--- src/rtl/l_port_alloc_if.sv ---
// Handshake bundle between the L-port rr processor / input ports / L sink and the
// L-port allocation controller.
interface l_port_alloc_if #(
  parameter int unsigned CNT_W = 3
);
  logic             rrp_grant_n_i;
  logic             rrp_grant_s_i;
  logic             rrp_grant_w_i;
  logic             rrp_grant_e_i;
  logic [2:0]       rrp_grant_to_cs_i;
  logic             n_flit_valid_i;
  logic             s_flit_valid_i;
  logic             w_flit_valid_i;
  logic             e_flit_valid_i;
  logic             n_flit_tail_i;
  logic             s_flit_tail_i;
  logic             w_flit_tail_i;
  logic             e_flit_tail_i;
  logic             downstream_credit_ret_i;
  logic             ctrl_change_order_o;
  logic             ctrl_downstream_credit_o;
  logic [2:0]       ctrl_cs_sel_o;
  logic             ctrl_grant_n_o;
  logic             ctrl_grant_s_o;
  logic             ctrl_grant_w_o;
  logic             ctrl_grant_e_o;
  logic             ctrl_flit_fwd_o;
  logic [CNT_W-1:0] ctrl_credit_cnt_o;
  logic             ctrl_credit_err_o;

  modport master (
    output rrp_grant_n_i, rrp_grant_s_i, rrp_grant_w_i, rrp_grant_e_i, rrp_grant_to_cs_i,
    output n_flit_valid_i, s_flit_valid_i, w_flit_valid_i, e_flit_valid_i,
    output n_flit_tail_i, s_flit_tail_i, w_flit_tail_i, e_flit_tail_i,
    output downstream_credit_ret_i,
    input  ctrl_change_order_o, ctrl_downstream_credit_o, ctrl_cs_sel_o,
    input  ctrl_grant_n_o, ctrl_grant_s_o, ctrl_grant_w_o, ctrl_grant_e_o,
    input  ctrl_flit_fwd_o, ctrl_credit_cnt_o, ctrl_credit_err_o
  );

  modport slave (
    input  rrp_grant_n_i, rrp_grant_s_i, rrp_grant_w_i, rrp_grant_e_i, rrp_grant_to_cs_i,
    input  n_flit_valid_i, s_flit_valid_i, w_flit_valid_i, e_flit_valid_i,
    input  n_flit_tail_i, s_flit_tail_i, w_flit_tail_i, e_flit_tail_i,
    input  downstream_credit_ret_i,
    output ctrl_change_order_o, ctrl_downstream_credit_o, ctrl_cs_sel_o,
    output ctrl_grant_n_o, ctrl_grant_s_o, ctrl_grant_w_o, ctrl_grant_e_o,
    output ctrl_flit_fwd_o, ctrl_credit_cnt_o, ctrl_credit_err_o
  );
endinterface

--- src/rtl/l_port_alloc_ctrl.sv ---
// Wormhole allocation controller for the router's local output port: locks the
// crossbar to one input from head to tail and tracks downstream credits.
module l_port_alloc_ctrl #(
  parameter int unsigned CREDIT_DEPTH = 4,
  parameter int unsigned CNT_W        = 3
) (
  input logic           clk,
  input logic           reset,
  l_port_alloc_if.slave bus
);

  localparam logic [2:0]       SEL_N    = 3'b000;
  localparam logic [2:0]       SEL_S    = 3'b001;
  localparam logic [2:0]       SEL_W    = 3'b010;
  localparam logic [2:0]       SEL_E    = 3'b011;
  localparam logic [2:0]       SEL_NONE = 3'b111;
  localparam logic [CNT_W-1:0] CNT_FULL = CNT_W'(CREDIT_DEPTH);

  typedef enum logic {IDLE, LOCKED} state_t;

  state_t           state;
  logic [3:0]       req;     // bit order: 0=N, 1=S, 2=W, 3=E
  logic [3:0]       valid;
  logic [3:0]       tail;
  logic [3:0]       grant;
  logic [3:0]       pick;
  logic [2:0]       pick_sel;
  logic             multi;
  logic             fwd;
  logic             fwd_tail;
  logic             ret;
  logic             change;
  logic             err;
  logic [2:0]       sel;
  logic [CNT_W-1:0] cnt;

  assign req   = {bus.rrp_grant_e_i, bus.rrp_grant_w_i, bus.rrp_grant_s_i, bus.rrp_grant_n_i};
  assign valid = {bus.e_flit_valid_i, bus.w_flit_valid_i, bus.s_flit_valid_i, bus.n_flit_valid_i};
  assign tail  = {bus.e_flit_tail_i, bus.w_flit_tail_i, bus.s_flit_tail_i, bus.n_flit_tail_i};
  assign ret   = bus.downstream_credit_ret_i;
  assign multi = (req & (req - 4'd1)) != 4'd0;

  // Fixed-priority pick; only a multi-hot grant overrides the supplied select.
  always_comb begin
    pick     = 4'b0000;
    pick_sel = bus.rrp_grant_to_cs_i;
    if (req[0]) begin
      pick = 4'b0001;
      if (multi) pick_sel = SEL_N;
    end else if (req[1]) begin
      pick = 4'b0010;
      if (multi) pick_sel = SEL_S;
    end else if (req[2]) begin
      pick = 4'b0100;
      if (multi) pick_sel = SEL_W;
    end else if (req[3]) begin
      pick = 4'b1000;
      if (multi) pick_sel = SEL_E;
    end
  end

  assign fwd      = (state == LOCKED) && ((grant & valid) != 4'd0) && (cnt != '0);
  assign fwd_tail = (grant & valid & tail) != 4'd0;

  always_ff @(posedge clk or posedge reset) begin
    if (reset) begin
      state  <= IDLE;
      grant  <= 4'b0000;
      sel    <= SEL_NONE;
      change <= 1'b0;
      cnt    <= CNT_FULL;
      err    <= 1'b0;
    end else begin
      change <= 1'b0;
      case (state)
        IDLE: begin
          // Grants are ignored while the rr order is being rotated.
          if (!change && (req != 4'd0)) begin
            grant <= pick;
            sel   <= pick_sel;
            state <= LOCKED;
          end
        end
        LOCKED: begin
          if (fwd && fwd_tail) begin
            grant  <= 4'b0000;
            sel    <= SEL_NONE;
            change <= 1'b1;
            state  <= IDLE;
          end
        end
        default: state <= IDLE;
      endcase

      if (fwd && !ret) begin
        cnt <= cnt - CNT_W'(1);
      end else if (ret && !fwd) begin
        if (cnt == CNT_FULL) err <= 1'b1;
        else                 cnt <= cnt + CNT_W'(1);
      end
    end
  end

  assign bus.ctrl_change_order_o      = change;
  assign bus.ctrl_downstream_credit_o = (cnt != '0);
  assign bus.ctrl_cs_sel_o            = sel;
  assign bus.ctrl_grant_n_o           = grant[0];
  assign bus.ctrl_grant_s_o           = grant[1];
  assign bus.ctrl_grant_w_o           = grant[2];
  assign bus.ctrl_grant_e_o           = grant[3];
  assign bus.ctrl_flit_fwd_o          = fwd;
  assign bus.ctrl_credit_cnt_o        = cnt;
  assign bus.ctrl_credit_err_o        = err;

endmodule

--- src/flat_wrapper.sv ---
// flat-port wrapper written by rule: the top's interface ports become plain ports
module l_port_alloc_ctrl_flat 
#(
  parameter int unsigned CREDIT_DEPTH = 4,
  parameter int unsigned CNT_W        = 3
)
  (clk, reset, bus_rrp_grant_n_i, bus_rrp_grant_s_i, bus_rrp_grant_w_i, bus_rrp_grant_e_i, bus_rrp_grant_to_cs_i, bus_n_flit_valid_i, bus_s_flit_valid_i, bus_w_flit_valid_i, bus_e_flit_valid_i, bus_n_flit_tail_i, bus_s_flit_tail_i, bus_w_flit_tail_i, bus_e_flit_tail_i, bus_downstream_credit_ret_i, bus_ctrl_change_order_o, bus_ctrl_downstream_credit_o, bus_ctrl_cs_sel_o, bus_ctrl_grant_n_o, bus_ctrl_grant_s_o, bus_ctrl_grant_w_o, bus_ctrl_grant_e_o, bus_ctrl_flit_fwd_o, bus_ctrl_credit_cnt_o, bus_ctrl_credit_err_o);
  l_port_alloc_if #(.CNT_W(CNT_W)) bus_i ();
  input logic clk;
  input logic reset;
  input wire logic [$bits(bus_i.rrp_grant_n_i)-1:0] bus_rrp_grant_n_i;
  input wire logic [$bits(bus_i.rrp_grant_s_i)-1:0] bus_rrp_grant_s_i;
  input wire logic [$bits(bus_i.rrp_grant_w_i)-1:0] bus_rrp_grant_w_i;
  input wire logic [$bits(bus_i.rrp_grant_e_i)-1:0] bus_rrp_grant_e_i;
  input wire logic [$bits(bus_i.rrp_grant_to_cs_i)-1:0] bus_rrp_grant_to_cs_i;
  input wire logic [$bits(bus_i.n_flit_valid_i)-1:0] bus_n_flit_valid_i;
  input wire logic [$bits(bus_i.s_flit_valid_i)-1:0] bus_s_flit_valid_i;
  input wire logic [$bits(bus_i.w_flit_valid_i)-1:0] bus_w_flit_valid_i;
  input wire logic [$bits(bus_i.e_flit_valid_i)-1:0] bus_e_flit_valid_i;
  input wire logic [$bits(bus_i.n_flit_tail_i)-1:0] bus_n_flit_tail_i;
  input wire logic [$bits(bus_i.s_flit_tail_i)-1:0] bus_s_flit_tail_i;
  input wire logic [$bits(bus_i.w_flit_tail_i)-1:0] bus_w_flit_tail_i;
  input wire logic [$bits(bus_i.e_flit_tail_i)-1:0] bus_e_flit_tail_i;
  input wire logic [$bits(bus_i.downstream_credit_ret_i)-1:0] bus_downstream_credit_ret_i;
  output wire logic [$bits(bus_i.ctrl_change_order_o)-1:0] bus_ctrl_change_order_o;
  output wire logic [$bits(bus_i.ctrl_downstream_credit_o)-1:0] bus_ctrl_downstream_credit_o;
  output wire logic [$bits(bus_i.ctrl_cs_sel_o)-1:0] bus_ctrl_cs_sel_o;
  output wire logic [$bits(bus_i.ctrl_grant_n_o)-1:0] bus_ctrl_grant_n_o;
  output wire logic [$bits(bus_i.ctrl_grant_s_o)-1:0] bus_ctrl_grant_s_o;
  output wire logic [$bits(bus_i.ctrl_grant_w_o)-1:0] bus_ctrl_grant_w_o;
  output wire logic [$bits(bus_i.ctrl_grant_e_o)-1:0] bus_ctrl_grant_e_o;
  output wire logic [$bits(bus_i.ctrl_flit_fwd_o)-1:0] bus_ctrl_flit_fwd_o;
  output wire logic [$bits(bus_i.ctrl_credit_cnt_o)-1:0] bus_ctrl_credit_cnt_o;
  output wire logic [$bits(bus_i.ctrl_credit_err_o)-1:0] bus_ctrl_credit_err_o;
  assign bus_i.rrp_grant_n_i = bus_rrp_grant_n_i;
  assign bus_i.rrp_grant_s_i = bus_rrp_grant_s_i;
  assign bus_i.rrp_grant_w_i = bus_rrp_grant_w_i;
  assign bus_i.rrp_grant_e_i = bus_rrp_grant_e_i;
  assign bus_i.rrp_grant_to_cs_i = bus_rrp_grant_to_cs_i;
  assign bus_i.n_flit_valid_i = bus_n_flit_valid_i;
  assign bus_i.s_flit_valid_i = bus_s_flit_valid_i;
  assign bus_i.w_flit_valid_i = bus_w_flit_valid_i;
  assign bus_i.e_flit_valid_i = bus_e_flit_valid_i;
  assign bus_i.n_flit_tail_i = bus_n_flit_tail_i;
  assign bus_i.s_flit_tail_i = bus_s_flit_tail_i;
  assign bus_i.w_flit_tail_i = bus_w_flit_tail_i;
  assign bus_i.e_flit_tail_i = bus_e_flit_tail_i;
  assign bus_i.downstream_credit_ret_i = bus_downstream_credit_ret_i;
  assign bus_ctrl_change_order_o = bus_i.ctrl_change_order_o;
  assign bus_ctrl_downstream_credit_o = bus_i.ctrl_downstream_credit_o;
  assign bus_ctrl_cs_sel_o = bus_i.ctrl_cs_sel_o;
  assign bus_ctrl_grant_n_o = bus_i.ctrl_grant_n_o;
  assign bus_ctrl_grant_s_o = bus_i.ctrl_grant_s_o;
  assign bus_ctrl_grant_w_o = bus_i.ctrl_grant_w_o;
  assign bus_ctrl_grant_e_o = bus_i.ctrl_grant_e_o;
  assign bus_ctrl_flit_fwd_o = bus_i.ctrl_flit_fwd_o;
  assign bus_ctrl_credit_cnt_o = bus_i.ctrl_credit_cnt_o;
  assign bus_ctrl_credit_err_o = bus_i.ctrl_credit_err_o;
  l_port_alloc_ctrl #(.CREDIT_DEPTH(CREDIT_DEPTH), .CNT_W(CNT_W)) u_core (.clk(clk), .reset(reset), .bus(bus_i));
endmodule
--- config.mk ---
export PLATFORM = sky130hd
export DESIGN_NAME = l_port_alloc_ctrl_flat
export DESIGN_NICKNAME = d
export VERILOG_FILES = /design/src/rtl/l_port_alloc_if.sv /design/src/rtl/l_port_alloc_ctrl.sv /design/src/flat_wrapper.sv
export SDC_FILE = /design/constraint.sdc
export NUM_CORES = 1
export LEC_CHECK = 0
export CAP_MARGIN = 20
export CELL_PAD_IN_SITES_DETAIL_PLACEMENT = 0
export CELL_PAD_IN_SITES_GLOBAL_PLACEMENT = 1
export CORE_MARGIN = 2
export CORE_UTILIZATION = 27
export CTS_BUF_LIST = sky130_fd_sc_hd__clkbuf_16
export DETAILED_ROUTE_END_ITERATION = 16
export MAX_ROUTING_LAYER = met4
export PLACE_DENSITY = 0.83
export SLEW_MARGIN = 20
export SYNTH_ARGS = -nofsm -noshare
export SYNTH_HDL_FRONTEND = slang
export SYNTH_SLANG_ARGS = --single-unit
--- constraint.sdc ---
create_clock -name clk -period 1.9 [get_ports clk]
set_clock_uncertainty 0.05 [all_clocks]
set_input_delay 0.38 -clock clk [delete_from_list [all_inputs] [get_ports clk]]
set_output_delay 0.38 -clock clk [all_outputs]
set_load 0.1 [all_outputs]
==> results of run 1 <==
==> state kept, by name (all words and copies together) (netlist names) <==
| name | cells |
|---|---|
| u_core.bus.ctrl_cs_sel_o | 3 |
| u_core.bus.ctrl_credit_err_o | 1 |
| u_core.bus.ctrl_change_order_o | 1 |
| u_core.grant | 4 |
| u_core.bus.ctrl_credit_cnt_o | 3 |
| u_core.state | 1 |
==> routing by layer <==
layer	vias to the layer above	part of all wire	track usage	wire, µm
li1	417	-	-	-
met1	409	0.42	0.191	956
met2	31	0.51	0.245	1160
met3	4	0.066	0.0424	152
met4	0	0.0074	0.0199	17
met5	-	0	-	0
==> logic make-up (layout without fill, tap and decap cells) <==
family          Yosys count  count (layout)  share of synthesized area
compound gates           31              31                      0.276
simple gates             26              26                      0.181
flops                    13              13                      0.423
fa+ha+maj                 3               3                     0.0577
buf+inv                  12              68                     0.0625
==> cells in the mapped netlist <==
| master | n | area (µm²) |
|---|---|---|
| o32a_1 | 1 | 10.0 |
| a21oi_1 | 9 | 45.0 |
| nor2b_1 | 1 | 6.26 |
| o31ai_1 | 1 | 7.51 |
| buf_4 | 1 | 7.51 |
| nor4b_2 | 1 | 15.0 |
| or3_1 | 2 | 12.5 |
| a22oi_1 | 4 | 30.0 |
| nor2_2 | 2 | 12.5 |
| o32ai_1 | 1 | 8.76 |
| nand4_1 | 1 | 6.26 |
| dfrtp_1 | 9 | 225 |
| nand3b_1 | 1 | 7.51 |
| nand2_1 | 8 | 30.0 |
| nor3_1 | 1 | 5.00 |
| a211oi_4 | 1 | 20.0 |
| a211o_1 | 1 | 8.76 |
| nor2_1 | 2 | 7.51 |
| a21o_1 | 1 | 7.51 |
| o21a_1 | 1 | 7.51 |
| nand2b_1 | 2 | 12.5 |
| a31oi_1 | 2 | 12.5 |
| and3_1 | 1 | 6.26 |
| fa_1 | 1 | 20.0 |
| a31o_1 | 1 | 8.76 |
| o21ai_0 | 6 | 30.0 |
| inv_1 | 11 | 41.3 |
| dfstp_2 | 4 | 105 |
| a31o_2 | 1 | 8.76 |
| ha_1 | 2 | 25.0 |
| nand3_1 | 4 | 20.0 |
| a32o_1 | 1 | 10.0 |
==> final timing paths <==
path	end	from	depth (start not counted)	slack, ns
setup / recovery	u_core.bus.ctrl_credit_cnt_o[2]$_DFFE_PP1P_	u_core.bus.ctrl_credit_cnt_o[2]$_DFFE_PP1P_	9	-0.10
hold / removal	u_core.bus.ctrl_credit_cnt_o[1]$_DFFE_PP0P_	reset	2	0.41
setup reg to reg	u_core.bus.ctrl_credit_cnt_o[2]$_DFFE_PP1P_	u_core.bus.ctrl_credit_cnt_o[2]$_DFFE_PP1P_	9	-0.10
hold reg to reg	u_core.bus.ctrl_cs_sel_o[2]$_DFFE_PP1P_	u_core.bus.ctrl_cs_sel_o[2]$_DFFE_PP1P_	2	0.45
max in group asynchronous	u_core.grant[0]$_DFFE_PP0P_	reset	2	1.04
min in group clk	u_core.bus.ctrl_cs_sel_o[2]$_DFFE_PP1P_	u_core.bus.ctrl_cs_sel_o[2]$_DFFE_PP1P_	2	0.45
==> stage by stage <==
stage / utilization / setup WS [ns] / cell area (µm²) / TNS (ns) / std cells
2_1_floorplan: - / -0.763 / 856 / -4.08 / 85
3_3_place_gp: 0.539 / -0.343 / 1490 / -1.20 / 166
3_5_place_dp: 0.539 / -0.392 / 1490 / -1.45 / 166
4_1_cts: 0.573 / -0.0878 / 1580 / -0.152 / 170
5_1_grt: 0.588 / -0.167 / 1620 / -0.230 / 172
6_report: 0.588 / -0.100 / 1620 / -0.119 / 172
==> cell type report <==
class                           count  area, µm²  area share
Clock buffer                        3       75.1      0.0463
Clock inverter                      1       3.75     0.00231
Timing Repair Buffer               53        618       0.381
Sequential cell                    13        352       0.217
Inverter                           11       41.3      0.0255
Multi-Input combinational cell     60        493       0.304
Tap cell                           31       38.8      0.0239
==> repair_timing <==
item,4_1_cts,5_1_grt
hold endpoints to repair,0,0
gates resized for setup,9,8
setup buffers,0,3
pin swaps,4,6
hold buffers,0,0
endpoints found under the setup margin,5,3
==> flow_metrics.py, run 1 <==
metrics = {
    "floorplan": {
        "coreArea_um2": 2760,
        "io_pins": 32,
        "dieWidth_um": 57.8,
        "start_util": 0.283,
        "die_h_um": 57.8,
        "rows": 19,
        "dieArea_um2": 3340,
    },
    "drt": {
        "ant_nets": 0,
        "vias_per_cell": 5.01,
        "vias": 861,
        "first_pass_iters": 4,
        "drtIter0Drc": 20,
        "drc": 0,
        "wire_per_inst_um": 13.3,
        "routed_wl_um": 2290,
    },
    "timing": {
        "drv_slew": 0,
        "tightest_slew_ns": 0.467,
        "hold_ws_ns": 0.406,
        "period_minus_slack_ns": 2.00,
        "rsz0062_at_grt": "true",
        "fmax_mhz": 500,
        "finalSetupViolCount": 2,
        "setup_slack_ns": -0.100,
        "final_hold_viol_count": 0,
        "slew_headroom": 0.688,
        "post-route-period-util": 1.05,
    },
    "place": {
        "port_buffers": 31,
        "hpwlAfterDp_um": 1780,
        "gp_congestion": 0.755,
    },
    "grt": {
        "grt_pass1_vias": 861,
        "grt_max_degree": 14,
        "antenna_found_initial": 0,
        "grt_first_pass_wirelength_um": 3780,
        "gr-total-overflow": 0,
        "grt_usage": 0.150,
    },
    "finish": {
        "drive_above_1_share": 0.489,
        "antenna_cells": 0,
        "final_nets": 163,
        "layout_common_cells": "buf_4 (20), buf_12 (14), clkdlybuf4s50_1 (13), inv_1 (10), nand2_1 (8)",
        "final_common_cell": "buf_4",
        "syn_to_final_growth_pct": 108,
        "final.fill_count": 242,
    },
    "critical_path": {
        "path_class": "register to register",
        "critPathArrivalTime_ns": 2.11,
        "path_cells": "o31ai_4, a21oi_4, ha_4, inv_2, fa_2, nor2_4, o21ai_2, a21oi_2, a21oi_1",
        "critical_path.max_stage_delay_ns": 0.63,
        "critPathRequiredTime_ns": 2.01,
        "path_delay_family": "flip-flops",
        "endpoint_kind": "register",
        "path_max_fanout": 3,
        "cp_slowest_cell": "dfstp_4",
        "cp-start-kind": "register",
        "worst-path-buf-inv": 1,
    },
    "cts": {
        "cts.root.buffer_cell": "clkbuf_16",
        "cts.clk_slew.worst_paths_ns": 0.04,
        "htreeDepth": 1,
        "cts_tree": "built",
        "numCtsBuffers": 3,
        "clk_latency_ns": 0.24,
        "cts_buffer_depth": 2,
        "clkSinkCount": 13,
    },
    "yosys": {
        "synth_area_um2": 781,
        "synth_cells": 85,
        "seq_area_frac_synth": 0.423,
        "avgSynthCellArea_um2": 9.19,
        "synth_nets": 106,
        "synth_seq_cells": 13,
        "ys_types": 32,
        "yosysWarnings": 0,
    },
    "flow_run": {
        "cap_violations": 0,
    },
    "run_status": {
        "status": "finished with violations",
        "violations": "setup timing",
    },
    "hold_path": {
        "hold_path_class": "input port to async pin",
    },
}
Power of run 1 is not shown: default switching activity piles up to over one toggle a cycle in this logic, so the estimate is an artifact.
==> inputs of run 2 (changes only) <==
Settings changed: CORE_UTILIZATION 27 to 39, DONT_BUFFER_PORTS set to 1, GPL_ROUTABILITY_DRIVEN set to 1, PLACE_DENSITY 0.83 to 0.81.
==> run 2 against run 1 <==
  * The flow still finishes with violations (setup timing)
  * Largest cell class is now multi-input gates
  * Die area fell by 29%
  * Maximum frequency rose by 4.7%
  * Count of clock-buffer cells in the layout is the same
  * Via count decreased by 16%
  * Highest routed layer unchanged
  * Register-to-register slack gained 0.09 ns
  * Flip-flop and latch count unchanged
  * Setup slack better by 0.089 ns
  * Sequential share of layout area rose by 10 points
==> flow_metrics.py, run 2 (synthesized netlist as in run 1, its figures left out) <==
metrics = {
    "place": {
        "preCtsSetupSlack_ns": -0.0498,
        "gp_congestion": 0.810,
        "port_buffers": 0,
        "placed_cell_area_um2": 1000,
        "hpwlAfterDp_um": 1520,
    },
    "floorplan": {
        "rows": 16,
        "start_util": 0.406,
        "die_h_um": 48.7,
        "io_pins": 32,
        "coreArea_um2": 1920,
        "dieArea_um2": 2380,
        "dieWidth_um": 48.7,
    },
    "critical_path": {
        "cp-start-kind": "register",
        "critPathArrivalTime_ns": 2.03,
        "critPathLaunch": "u_core.bus.ctrl_credit_cnt_o[2]$_DFFE_PP1P_",
        "regToRegStartpoint": "u_core.bus.ctrl_credit_cnt_o[2]$_DFFE_PP1P_",
        "endpoint_kind": "register",
        "path_max_fanout": 3,
        "path_class": "register to register",
        "r2r_setup_slack_ns": -0.01,
        "critPathRequiredTime_ns": 2.02,
    },
    "timing": {
        "finalSetupViolCount": 1,
        "tightest_slew_ns": 0.888,
        "final_hold_viol_count": 0,
        "post-route-period-util": 1.01,
        "hold_ws_ns": 0.00326,
        "setup_slack_ns": -0.0109,
        "period_minus_slack_ns": 1.91,
        "rsz0062_at_grt": "true",
        "fmax_mhz": 523,
        "drv_slew": 0,
        "slew_headroom": 0.408,
    },
    "grt": {
        "grt_usage": 0.201,
        "grtUsageMet2": 0.320,
        "grt_use_met1": 0.243,
        "grt_first_pass_wirelength_um": 3500,
        "grt_busiest_layer": "met2",
        "grt_util_met3": 0.0525,
        "gr-total-overflow": 0,
        "grt_pass1_vias": 761,
        "antenna_found_initial": 0,
        "grt_max_degree": 14,
    },
    "finish": {
        "final_util": 0.574,
        "largest_reg_flops": 4,
        "largest-register": "u_core.grant",
        "final_nets": 125,
        "antenna_cells": 0,
        "layout_common_cells": "buf_4 (13), inv_1 (11), nand2_1 (8), a21oi_1 (8)",
        "drive_above_1_share": 0.417,
        "design_area_um2": 1100,
        "syn_to_final_growth_pct": 41.2,
        "final_common_cell": "buf_4",
    },
    "drt": {
        "drc": 0,
        "drtIter0Drc": 17,
        "ant_nets": 0,
        "routed_wl_um": 2070,
        "vias_per_cell": 5.57,
        "vias": 724,
        "wire_per_inst_um": 15.9,
        "first_pass_iters": 4,
    },
    "cts": {
        "cts.clk_slew.worst_paths_ns": 0.04,
        "clk_latency_ns": 0.25,
        "clkSinkCount": 13,
        "htreeDepth": 1,
        "cts.root.buffer_cell": "clkbuf_16",
        "cts_tree": "built",
        "numCtsBuffers": 3,
        "cts_buffer_depth": 2,
        "hold_buffers": 0,
    },
    "run_status": {
        "status": "finished with violations",
        "violations": "setup timing",
    },
    "hold_path": {
        "hold_path_class": "input port to async pin",
    },
    "flow_run": {
        "cap_violations": 0,
    },
}
run 2: cell type report:
cell class,instances,area [µm²]
fill,177,820
multi-input combinational,60,468
sequential,13,352
timing repair buffer,15,129
clock buffer,3,75.1
inverter,11,41.3
tap,27,33.8
clock inverter,1,3.75
run 2: critical path, stage by stage, from the launching register on:
cell	delay [ns]
dfstp_4	0.63
o31ai_4	0.06
a21oi_4	0.16
ha_4	0.16
inv_2	0.04
fa_2	0.35
nor2_2	0.10
nand2b_1	0.11
a21oi_1	0.06
a21oi_1	0.13
run 2: path summary, 6_finish.rpt:
| kind | endpoint | depth (start not counted) |
|---|---|---|
| max | u_core.bus.ctrl_credit_cnt_o[2]$_DFFE_PP1P_ | 9 |
| min reg2reg | u_core.bus.ctrl_credit_cnt_o[0]$_DFFE_PP0P_ | 2 |
| min | u_core.state$_DFF_PP0_ | 1 |
| max reg2reg | u_core.bus.ctrl_credit_cnt_o[2]$_DFFE_PP1P_ | 9 |
| min in group clk | u_core.grant[1]$_DFFE_PP0P_ | 1 |
| max in group asynchronous | u_core.grant[0]$_DFFE_PP0P_ | 1 |
run 2: metrics by stage:
stage	instances	setup TNS [ns]
finish	130	-0.0109
global route	130	-0.184
CTS	129	-0.0423
detailed placement	125	-0.0498
global placement	125	-0.00625
floorplan	85	-4.08
run 2: repair_timing:
action                                 CTS  global route
endpoints found under the hold margin    0             0
setup endpoints to repair                1             3
setup buffers                            0             1
gates resized for setup                  0             5
pin swaps                                2             1
run 2: metal layers:
metal  share of wire  wire length [µm]
met4           0.016                34
met2            0.48               989
met3           0.056               115
met1            0.45               929
met5               0                 0
Power of run 2 is left out for the same reason.
